`config.mk`:
```
export PLATFORM = sky130hd
export DESIGN_NAME = snn_cmd_sequencer_flat
export DESIGN_NICKNAME = d
export VERILOG_FILES = /design/src/rtl/snn_cmd_pkg.sv /design/src/rtl/snn_cmd_sequencer_if.sv /design/src/rtl/snn_cfg_fifo.sv /design/src/rtl/snn_cmd_sequencer.sv /design/src/flat_wrapper.sv
export SDC_FILE = /design/constraint.sdc
export NUM_CORES = 1
export LEC_CHECK = 0
export ABC_AREA = 1
export BUFFER_PORTS_ARGS = -buffer_cell sky130_fd_sc_hd__buf_2
export CORE_AREA = 2 2 167 169
export DETAILED_ROUTE_END_ITERATION = 16
export DIE_AREA = 0 0 169 171
export PLACE_DENSITY = 0.47
export SLEW_MARGIN = 20
export SYNTH_ARGS = -nofsm -noshare
export SYNTH_HDL_FRONTEND = slang
export SYNTH_HIERARCHICAL = 1
export SYNTH_SLANG_ARGS = --single-unit
export TNS_END_PERCENT = 5
```
`constraint.sdc`:
```
create_clock -name i_clk -period 3.5 [get_ports i_clk]
set_input_delay 0 -clock i_clk [delete_from_list [all_inputs] [get_ports i_clk]]
set_output_delay 0 -clock i_clk [all_outputs]
set_load 0.05 [all_outputs]
```
`src/rtl/snn_cmd_pkg.sv`:
```
// Shared constants, FSM state type and the config entry layout for the SNN command sequencer.
package snn_cmd_pkg;

    localparam int unsigned INT_WIDTH   = 4;
    localparam int unsigned FLOAT_WIDTH = 2 * INT_WIDTH;
    localparam int unsigned ADDR_WIDTH  = 3;
    localparam int unsigned CMD_WIDTH   = 3;

    // Network commands live at the top of the cmd encoding space; 0 means "run".
    localparam logic [CMD_WIDTH-1:0] CMD_SET_DELIVERY_TIME = '1;
    localparam logic [CMD_WIDTH-1:0] CMD_SET_BIAS          = ~CMD_WIDTH'(1);
    localparam logic [CMD_WIDTH-1:0] CMD_CLEAR             = ~CMD_WIDTH'(2);
    localparam logic [CMD_WIDTH-1:0] CMD_RUN               = '0;

    typedef enum logic [2:0] {
        StIdle,
        StProgram,
        StClear,
        StRun,
        StReport
    } seq_state_t;

    typedef struct packed {
        logic [ADDR_WIDTH-1:0]  addr;
        logic [CMD_WIDTH-1:0]   cmd;
        logic [FLOAT_WIDTH-1:0] arg;
    } cfg_entry_t;

    function automatic logic is_cfg_cmd(input logic [CMD_WIDTH-1:0] cmd);
        return (cmd == CMD_SET_DELIVERY_TIME) || (cmd == CMD_SET_BIAS);
    endfunction

endpackage

```
`src/rtl/snn_cmd_sequencer_if.sv`:
```
// Host-side configuration channel: valid/ready handshake carrying one neuron config entry.
interface snn_cmd_sequencer_if;

    logic                                cfg_valid;
    logic                                cfg_ready;
    logic [snn_cmd_pkg::ADDR_WIDTH-1:0]  cfg_addr;
    logic [snn_cmd_pkg::CMD_WIDTH-1:0]   cfg_cmd;
    logic [snn_cmd_pkg::FLOAT_WIDTH-1:0] cfg_arg;

    modport master (
        output cfg_valid,
        output cfg_addr,
        output cfg_cmd,
        output cfg_arg,
        input  cfg_ready
    );

    modport slave (
        input  cfg_valid,
        input  cfg_addr,
        input  cfg_cmd,
        input  cfg_arg,
        output cfg_ready
    );

endinterface

```
`src/rtl/snn_cfg_fifo.sv`:
```
// Synchronous first-word-fall-through FIFO of config entries with full/empty flags.
module snn_cfg_fifo
    import snn_cmd_pkg::*;
#(
    parameter int unsigned DEPTH = 8
) (
    input  logic       i_clk,
    input  logic       i_rst_n,
    input  logic       i_push,
    input  cfg_entry_t i_wdata,
    input  logic       i_pop,
    output cfg_entry_t o_rdata,
    output logic       o_full,
    output logic       o_empty
);

    localparam int unsigned AW = $clog2(DEPTH);
    localparam logic [AW:0] PTR_ONE = (AW + 1)'(1);

    cfg_entry_t  r_mem [DEPTH];
    logic [AW:0] r_wptr;
    logic [AW:0] r_rptr;
    logic        w_do_push;
    logic        w_do_pop;

    // Extra pointer MSB distinguishes full from empty when the indices match.
    assign o_empty   = (r_wptr == r_rptr);
    assign o_full    = (r_wptr[AW] != r_rptr[AW]) && (r_wptr[AW-1:0] == r_rptr[AW-1:0]);
    assign w_do_push = i_push && !o_full;
    assign w_do_pop  = i_pop && !o_empty;
    assign o_rdata   = r_mem[r_rptr[AW-1:0]];

    always_ff @(posedge i_clk or negedge i_rst_n) begin
        if (!i_rst_n) begin
            r_wptr <= '0;
            r_rptr <= '0;
        end else begin
            if (w_do_push) r_wptr <= r_wptr + PTR_ONE;
            if (w_do_pop)  r_rptr <= r_rptr + PTR_ONE;
        end
    end

    always_ff @(posedge i_clk) begin
        if (w_do_push) r_mem[r_wptr[AW-1:0]] <= i_wdata;
    end

endmodule

```
`src/rtl/snn_cmd_sequencer.sv`:
```
// Command-bus initiator: replays buffered config onto the network bus, clears it, runs a
// timed inference and reports one decision (or a timeout) per accepted start.
module snn_cmd_sequencer
    import snn_cmd_pkg::*;
#(
    parameter int unsigned MAX_TIME   = 35,
    parameter int unsigned FIFO_DEPTH = 8,
    parameter int unsigned RUN_GUARD  = 4
) (
    input  logic                   i_clk,
    input  logic                   i_rst_n,
    snn_cmd_sequencer_if.slave     i_cfg,
    input  logic                   i_start,
    input  logic                   i_in1_req,
    input  logic                   i_in2_req,
    output logic                   o_busy,
    output logic                   o_done,
    output logic                   o_result,
    output logic [31:0]            o_result_time,
    output logic                   o_timeout,
    output logic                   o_cfg_err,
    output logic [ADDR_WIDTH-1:0]  o_net_addr,
    output logic [CMD_WIDTH-1:0]   o_net_cmd,
    output logic [FLOAT_WIDTH-1:0] o_net_arg,
    output logic                   o_net_in1,
    output logic                   o_net_in2,
    input  logic                   i_net_out,
    input  logic [31:0]            i_net_out_time
);

    localparam int unsigned RUN_LIMIT   = MAX_TIME + RUN_GUARD - 1;
    localparam int unsigned CNT_W       = $clog2(MAX_TIME + RUN_GUARD + 1);
    localparam logic [31:0] NO_DECISION = 32'(MAX_TIME);

    seq_state_t             r_state;
    logic [ADDR_WIDTH-1:0]  r_net_addr;
    logic [CMD_WIDTH-1:0]   r_net_cmd;
    logic [FLOAT_WIDTH-1:0] r_net_arg;
    logic                   r_net_in1;
    logic                   r_net_in2;
    logic                   r_in1_lat;
    logic                   r_in2_lat;
    logic                   r_busy;
    logic                   r_done;
    logic                   r_result;
    logic [31:0]            r_result_time;
    logic                   r_timeout;
    logic                   r_cfg_err;
    logic [CNT_W-1:0]       r_run_cnt;

    cfg_entry_t w_wdata;
    cfg_entry_t w_head;
    logic       w_fifo_full;
    logic       w_fifo_empty;
    logic       w_cfg_ready;
    logic       w_push;
    logic       w_pop;
    logic       w_decided;
    logic       w_expired;

    // Config is frozen while draining so the programming burst is a stable snapshot.
    assign w_cfg_ready     = !w_fifo_full && (r_state != StProgram);
    assign i_cfg.cfg_ready = w_cfg_ready;
    assign w_push          = i_cfg.cfg_valid && w_cfg_ready;
    assign w_pop           = (r_state == StProgram) && !w_fifo_empty;
    assign w_wdata         = '{addr: i_cfg.cfg_addr, cmd: i_cfg.cfg_cmd, arg: i_cfg.cfg_arg};

    // The network parks out_time at MAX_TIME until it decides (early or at horizon+10).
    assign w_decided = (i_net_out_time != NO_DECISION);
    assign w_expired = (r_run_cnt == CNT_W'(RUN_LIMIT));

    snn_cfg_fifo #(
        .DEPTH (FIFO_DEPTH)
    ) u_cfg_fifo (
        .i_clk   (i_clk),
        .i_rst_n (i_rst_n),
        .i_push  (w_push),
        .i_wdata (w_wdata),
        .i_pop   (w_pop),
        .o_rdata (w_head),
        .o_full  (w_fifo_full),
        .o_empty (w_fifo_empty)
    );

    always_ff @(posedge i_clk or negedge i_rst_n) begin
        if (!i_rst_n) begin
            r_state       <= StIdle;
            r_net_addr    <= '0;
            r_net_cmd     <= CMD_CLEAR;
            r_net_arg     <= '0;
            r_net_in1     <= 1'b0;
            r_net_in2     <= 1'b0;
            r_in1_lat     <= 1'b0;
            r_in2_lat     <= 1'b0;
            r_busy        <= 1'b0;
            r_done        <= 1'b0;
            r_result      <= 1'b0;
            r_result_time <= '0;
            r_timeout     <= 1'b0;
            r_cfg_err     <= 1'b0;
            r_run_cnt     <= '0;
        end else begin
            r_done <= 1'b0;
            unique case (r_state)
                StIdle: begin
                    if (i_start) begin
                        r_in1_lat <= i_in1_req;
                        r_in2_lat <= i_in2_req;
                        r_timeout <= 1'b0;
                        r_cfg_err <= 1'b0;
                        r_busy    <= 1'b1;
                        r_state   <= w_fifo_empty ? StClear : StProgram;
                    end
                end
                StProgram: begin
                    if (!w_fifo_empty) begin
                        if (is_cfg_cmd(w_head.cmd)) begin
                            r_net_addr <= w_head.addr;
                            r_net_cmd  <= w_head.cmd;
                            r_net_arg  <= w_head.arg;
                        end else begin
                            r_net_addr <= '0;
                            r_net_cmd  <= CMD_CLEAR;
                            r_net_arg  <= '0;
                            r_cfg_err  <= 1'b1;
                        end
                    end else begin
                        r_net_addr <= '0;
                        r_net_cmd  <= CMD_CLEAR;
                        r_net_arg  <= '0;
                        r_state    <= StClear;
                    end
                end
                StClear: begin
                    r_net_addr <= '0;
                    r_net_cmd  <= CMD_RUN;
                    r_net_arg  <= '0;
                    r_net_in1  <= r_in1_lat;
                    r_net_in2  <= r_in2_lat;
                    r_run_cnt  <= '0;
                    r_state    <= StRun;
                end
                StRun: begin
                    if (w_decided || w_expired) begin
                        r_result      <= w_decided && i_net_out;
                        r_result_time <= w_decided ? i_net_out_time : '1;
                        r_timeout     <= !w_decided;
                        r_done        <= 1'b1;
                        r_busy        <= 1'b0;
                        r_net_cmd     <= CMD_CLEAR;
                        r_net_in1     <= 1'b0;
                        r_net_in2     <= 1'b0;
                        r_state       <= StReport;
                    end else begin
                        r_run_cnt <= r_run_cnt + CNT_W'(1);
                    end
                end
                StReport: begin
                    r_state <= StIdle;
                end
                default: begin
                    r_state <= StIdle;
                end
            endcase
        end
    end

    assign o_busy        = r_busy;
    assign o_done        = r_done;
    assign o_result      = r_result;
    assign o_result_time = r_result_time;
    assign o_timeout     = r_timeout;
    assign o_cfg_err     = r_cfg_err;
    assign o_net_addr    = r_net_addr;
    assign o_net_cmd     = r_net_cmd;
    assign o_net_arg     = r_net_arg;
    assign o_net_in1     = r_net_in1;
    assign o_net_in2     = r_net_in2;

endmodule

```
`src/flat_wrapper.sv`:
```
// flat-port wrapper written by rule: the top's interface ports become plain ports
module snn_cmd_sequencer_flat import snn_cmd_pkg::*;
#(
    parameter int unsigned MAX_TIME   = 35,
    parameter int unsigned FIFO_DEPTH = 8,
    parameter int unsigned RUN_GUARD  = 4
)
  (i_clk, i_rst_n, i_start, i_in1_req, i_in2_req, o_busy, o_done, o_result, o_result_time, o_timeout, o_cfg_err, o_net_addr, o_net_cmd, o_net_arg, o_net_in1, o_net_in2, i_net_out, i_net_out_time, i_cfg_cfg_valid, i_cfg_cfg_addr, i_cfg_cfg_cmd, i_cfg_cfg_arg, i_cfg_cfg_ready);
  snn_cmd_sequencer_if i_cfg_i ();
  input  logic i_clk;
  input  logic i_rst_n;
  input  logic i_start;
  input  logic i_in1_req;
  input  logic i_in2_req;
  output logic o_busy;
  output logic o_done;
  output logic o_result;
  output logic [31:0] o_result_time;
  output logic o_timeout;
  output logic o_cfg_err;
  output logic [ADDR_WIDTH-1:0] o_net_addr;
  output logic [CMD_WIDTH-1:0] o_net_cmd;
  output logic [FLOAT_WIDTH-1:0] o_net_arg;
  output logic o_net_in1;
  output logic o_net_in2;
  input  logic i_net_out;
  input  logic [31:0] i_net_out_time;
  input wire logic [$bits(i_cfg_i.cfg_valid)-1:0] i_cfg_cfg_valid;
  input wire logic [$bits(i_cfg_i.cfg_addr)-1:0] i_cfg_cfg_addr;
  input wire logic [$bits(i_cfg_i.cfg_cmd)-1:0] i_cfg_cfg_cmd;
  input wire logic [$bits(i_cfg_i.cfg_arg)-1:0] i_cfg_cfg_arg;
  output wire logic [$bits(i_cfg_i.cfg_ready)-1:0] i_cfg_cfg_ready;
  assign i_cfg_i.cfg_valid = i_cfg_cfg_valid;
  assign i_cfg_i.cfg_addr = i_cfg_cfg_addr;
  assign i_cfg_i.cfg_cmd = i_cfg_cfg_cmd;
  assign i_cfg_i.cfg_arg = i_cfg_cfg_arg;
  assign i_cfg_cfg_ready = i_cfg_i.cfg_ready;
  snn_cmd_sequencer #(.MAX_TIME(MAX_TIME), .FIFO_DEPTH(FIFO_DEPTH), .RUN_GUARD(RUN_GUARD)) u_core (.i_clk(i_clk), .i_rst_n(i_rst_n), .i_cfg(i_cfg_i), .i_start(i_start), .i_in1_req(i_in1_req), .i_in2_req(i_in2_req), .o_busy(o_busy), .o_done(o_done), .o_result(o_result), .o_result_time(o_result_time), .o_timeout(o_timeout), .o_cfg_err(o_cfg_err), .o_net_addr(o_net_addr), .o_net_cmd(o_net_cmd), .o_net_arg(o_net_arg), .o_net_in1(o_net_in1), .o_net_in2(o_net_in2), .i_net_out(i_net_out), .i_net_out_time(i_net_out_time));
endmodule
```
==> flow_summary.html <==
<table>
<tr><th>Metric</th><th>Value</th></tr>
<tr><th colspan="2">Setup path</th></tr>
<tr><td>Register-to-Register Path Depth</td><td>12</td></tr>
<tr><td>Count of buffer and inverter cells on the critical path</td><td>5</td></tr>
<tr><td>Crit path arrival time</td><td>2.71 ns</td></tr>
<tr><td>Type of element launching the critical path</td><td>flop</td></tr>
<tr><td>Setup CP Type</td><td>flop to flop</td></tr>
<tr><td>Crit path max fanout</td><td>18</td></tr>
<tr><td>Data required time at the worst endpoint</td><td>3.62 ns</td></tr>
<tr><td>Ordered cell list for the critical path</td><td>nand2_1, nand2_1, clkinv_1, nand4_4, inv_1, nor3b_1, buf_4, nand2_1, nor2_1, nand2_1, inv_1, buf_4</td></tr>
<tr><td>Most prevalent standard cell on the critical path</td><td>nand2_1</td></tr>
<tr><td>Slowest CP cell</td><td>dfrtp_1</td></tr>
<tr><td>Delay-heaviest family, CP</td><td>simple AND/OR/NAND/NOR gates</td></tr>
<tr><td>Critical Path End Type</td><td>flop</td></tr>
<tr><td>Largest stage delay on the critical path</td><td>~0.7 ns</td></tr>
<tr><td>Critical path depth</td><td>12</td></tr>
<tr><th colspan="2">Cells and area</th></tr>
<tr><td>Most frequent cells in the layout</td><td>nand2_1 (164), nor2_1 (126), edfxtp_1 (112)</td></tr>
<tr><td>Growth of design area from synthesis to finish</td><td>24.6%</td></tr>
<tr><td>Final Net Count</td><td>a little under 1000</td></tr>
<tr><td>Fraction of final layout cells with drive strength greater than 1</td><td>0.204</td></tr>
<tr><td>Count of inserted antenna diode cells</td><td>0</td></tr>
<tr><td>Final core utilization</td><td>0.364</td></tr>
<tr><td>Count of non-filler cells in the finished layout</td><td>approximately 1300</td></tr>
<tr><td>Most common cell after layout, fill and taps aside</td><td>nand2_1</td></tr>
<tr><th colspan="2">CTS</th></tr>
<tr><td>Post-CTS Setup Repair Bufs</td><td>0</td></tr>
<tr><td>Post-CTS Hold Buffers</td><td>51</td></tr>
<tr><td>Total of cells resized after clock tree synthesis</td><td>0</td></tr>
<tr><td>Maximum level of the CTS H-tree</td><td>4</td></tr>
<tr><td>CTS tree</td><td>yes</td></tr>
<tr><td>Cts bufs inserted</td><td>17</td></tr>
<tr><td>Clock-pin slew of the registers on the worst-case setup and hold paths</td><td>0.08 ns</td></tr>
<tr><td>Clock tree root driver cell</td><td>clkbuf_16</td></tr>
<tr><td>Later-pin clock latency in the skew report</td><td>0.44 ns</td></tr>
<tr><td>Max Root-Sink Buffers</td><td>2</td></tr>
<tr><td>Num Clock Sinks</td><td>approximately 180</td></tr>
<tr><th colspan="2">Worst hold path</th></tr>
<tr><td>Hold Path Class</td><td>primary input to flop</td></tr>
<tr><td>Worst Hold Depth</td><td>5</td></tr>
<tr><th colspan="2">Synthesis</th></tr>
<tr><td>Synth area leaders</td><td>edfxtp_1 (42%), dfrtp_1 (22%), nand2_1 (7.7%)</td></tr>
<tr><td>Total number of yosys warnings</td><td>6</td></tr>
<tr><td>Avg Cell Area, Syn</td><td>10.3 um^2</td></tr>
<tr><td>Number of distinct standard cells referenced by the synthesized netlist</td><td>40</td></tr>
<tr><td>Net count after synthesis</td><td>833</td></tr>
<tr><td>Synth top area share</td><td>0.421</td></tr>
<tr><td>Synthesized netlist cell count</td><td>776</td></tr>
<tr><td>Area leader, netlist</td><td>edfxtp_1</td></tr>
<tr><td>Area of the mapped netlist</td><td>7980 um^2</td></tr>
<tr><td>Share of the yosys chip area belonging to registers</td><td>0.647</td></tr>
<tr><td>Flops &amp; latches, synth</td><td>184</td></tr>
<tr><th colspan="2">Placed design</th></tr>
<tr><td>Quantity of I/O buffers inserted on ports</td><td>106</td></tr>
<tr><td>Worst-case setup slack after placement</td><td>around 0.9 ns</td></tr>
<tr><td>Detailed placement HPWL</td><td>13000 um</td></tr>
<tr><td>Gp weighted congestion</td><td>just under 0.8</td></tr>
<tr><td>Number of cells after detailed placement</td><td>1211</td></tr>
<tr><th colspan="2">Global routing</th></tr>
<tr><td>Number of global-route vias before repair</td><td>5559</td></tr>
<tr><td>Number of antenna violations at the first check in global routing</td><td>0</td></tr>
<tr><td>Combined global-route utilization of all metal layers</td><td>0.137</td></tr>
<tr><td>First-pass GRT wire length</td><td>30600 um</td></tr>
<tr><td>Total grt overflow</td><td>0</td></tr>
<tr><td>Maximum number of pins on one net before global-route repair</td><td>73</td></tr>
<tr><th colspan="2">Floorplanning</th></tr>
<tr><td>Row count</td><td>61</td></tr>
<tr><td>Core footprint</td><td>27300 um^2</td></tr>
<tr><td>Full die area</td><td>28900 um^2</td></tr>
<tr><td>Starting Density</td><td>0.292</td></tr>
<tr><td>IO Count</td><td>107</td></tr>
<tr><td>Die width</td><td>169 um</td></tr>
<tr><td>Die Span Y</td><td>171 um</td></tr>
<tr><th colspan="2">Timing</th></tr>
<tr><td>Slew at the pin with the worst max-slew slack</td><td>0.969 ns</td></tr>
<tr><td>Final count of pins violating max slew</td><td>0</td></tr>
<tr><td>Normalized max-slew margin</td><td>0.354</td></tr>
<tr><td>Final setup violation count</td><td>0</td></tr>
<tr><td>Worst setup slack after layout</td><td>between 0.9 and 1 ns</td></tr>
<tr><td>Minimum clock period after layout</td><td>~2.6 ns</td></tr>
<tr><td>Portion of the clock cycle consumed by the worst path in the final layout</td><td>0.740</td></tr>
<tr><td>Unrepaired setup endpoints after global routing</td><td>no</td></tr>
<tr><td>Largest clock skew in the final design</td><td>0.0124 ns</td></tr>
<tr><td>Total Negative Setup Slacks</td><td>0 ns</td></tr>
<tr><td>Final count of hold timing violations</td><td>0</td></tr>
<tr><td>Achievable clock frequency</td><td>0.386 GHz</td></tr>
<tr><th colspan="2">Run status</th></tr>
<tr><td>Status</td><td>completed</td></tr>
<tr><th colspan="2">Detailed routing</th></tr>
<tr><td>DRC violation total after the first TritonRoute iteration</td><td>407</td></tr>
<tr><td>Post-route ant nets</td><td>0</td></tr>
<tr><td>Detailed-route wire length per cell</td><td>between 15 and 20 um</td></tr>
<tr><td>First-pass iteration count of the detailed router</td><td>4</td></tr>
<tr><td>Number of vias in the routed layout</td><td>between 5000 and 6000</td></tr>
<tr><td>Via density per instance</td><td>4.44</td></tr>
<tr><td>DRC errors left</td><td>0</td></tr>
<tr><td>Wire length after detailed routing</td><td>19600 um</td></tr>
<tr><th colspan="2">Power and ir drop</th></tr>
<tr><td>Power density normalized to cell area</td><td>883 nW/um^2</td></tr>
<tr><td>Leakage component of the power</td><td>between 4 and 5 nW</td></tr>
<tr><td>Peak ir drop on the vdd network</td><td>around 330 uV</td></tr>
<tr><th colspan="2">Flow run</th></tr>
<tr><td>Max-cap check violation count</td><td>0</td></tr>
</table>
## through the flow
stage	hold slack, ns	power (mW)	area [um^2]
finish	0.119	8.78	9950
CTS	0.118	8.86	9950
detailed placement	0.218	6.84	8820
global route	0.152	9.37	9950
floorplan	-0.296	5.94	7980
global placement	0.218	6.84	8820
## Yosys cell counts
| library cell | instances |
|---|---|
| nand3_2 | 2 |
| clkinv_1 | 1 |
| nand2_4 | 2 |
| and2_1 | 1 |
| xor2_1 | 3 |
| a31oi_1 | 1 |
| nor3b_1 | 2 |
| and3_1 | 1 |
| ha_1 | 4 |
| clkbuf_1 | 5 |
| o21ai_0 | 65 |
| nand3_1 | 24 |
| edfxtp_1 | 112 |
| o21ai_2 | 1 |
| a32o_1 | 1 |
| dfrtp_1 | 70 |
| inv_1 | 74 |
| o22ai_1 | 28 |
| buf_2 | 6 |
| nor2_2 | 1 |
| nand4_1 | 4 |
| nor2_4 | 2 |
| o21ai_1 | 6 |
| o31ai_1 | 1 |
| nand4_4 | 1 |
| a21oi_1 | 12 |
| clkbuf_2 | 3 |
| nor2_1 | 126 |
| buf_6 | 3 |
| nand2_1 | 164 |
| inv_2 | 6 |
| nand2_2 | 3 |
| o211ai_1 | 1 |
| nor3_1 | 2 |
| buf_12 | 3 |
| buf_4 | 10 |
| buf_1 | 2 |
| dfstp_2 | 2 |
| a21oi_2 | 20 |
| nand3b_1 | 1 |
## path summary, 6_finish.rpt
path,startpoint,end,slack (ns)
setup reg to reg,u_core/u_cfg_fifo/r_rptr[1]$_DFFE_PN0P_,u_core/u_cfg_fifo/r_mem[7][5]$_DFFE_PP_,0.91
min in group asynchronous,i_rst_n,u_core/o_result_time[23]$_DFFE_PN0P_,0.24
hold / removal,i_cfg_cfg_valid,u_core/u_cfg_fifo/r_wptr[2]$_DFFE_PN0P_,0.12
hold reg to reg,u_core/o_net_in2$_DFFE_PN0P_,u_core/o_net_in2$_DFFE_PN0P_,0.48
setup / recovery,u_core/u_cfg_fifo/r_rptr[1]$_DFFE_PN0P_,u_core/u_cfg_fifo/r_mem[7][5]$_DFFE_PP_,0.91
max in group asynchronous,i_rst_n,u_core/r_in1_lat$_DFFE_PN0P_,2.61
## where the power goes
group          internal [mW]  switching, mW
Combinational          0.968           2.75
Sequential              2.84          0.270
Clock                  0.980          0.981
Total                   4.79           4.00
## tightest hold or removal path, delay by kind of cell
| family | cells | cell delay (ns) |
|---|---|---|
| and+or+nand+nor | 3 | 0.27 |
| buffers and inverters | 2 | 0.26 |
## cells by family after synthesis
group | count (synthesis) | share of synthesized area
AND/OR/NAND/NOR | 336 | 0.174
flip-flops | 184 | 0.647
AO/OA/AOI/OAI | 136 | 0.101
buffers and inverters | 113 | 0.0682
adder cells (fa/ha/maj) | 4 | 0.00627
XOR/XNOR | 3 | 0.00329
## state kept, by name (all words and copies together), names as in the netlist, 4 cells and up
| name | cells |
|---|---|
| u_core/r_run_cnt | 6 |
| u_core/o_net_arg | 8 |
| u_core/u_cfg_fifo/r_mem | 112 |
| u_core/o_result_time | 32 |
| u_core/u_cfg_fifo/r_wptr | 4 |
| u_core/u_cfg_fifo/r_rptr | 4 |
## cell type report
class | instances | area [um^2]
clock buffer | 17 | 425
timing repair buffer | 172 | 1160
sequential | 184 | 5170
fill | 2709 | 17400
multi-input combinational | 479 | 2270
tap | 346 | 433
inverter | 81 | 304
clock inverter | 15 | 190
## per-layer routing
metal  share of wire  GRT usage  vias to the layer above
li1                -          -                     2907
met1            0.50      0.190                     2685
met2            0.45      0.220                      136
met3           0.038     0.0282                       14
met4          0.0090     0.0364                        0
met5               0          0                        -
Note: power is estimated with default switching activity, not from simulation.
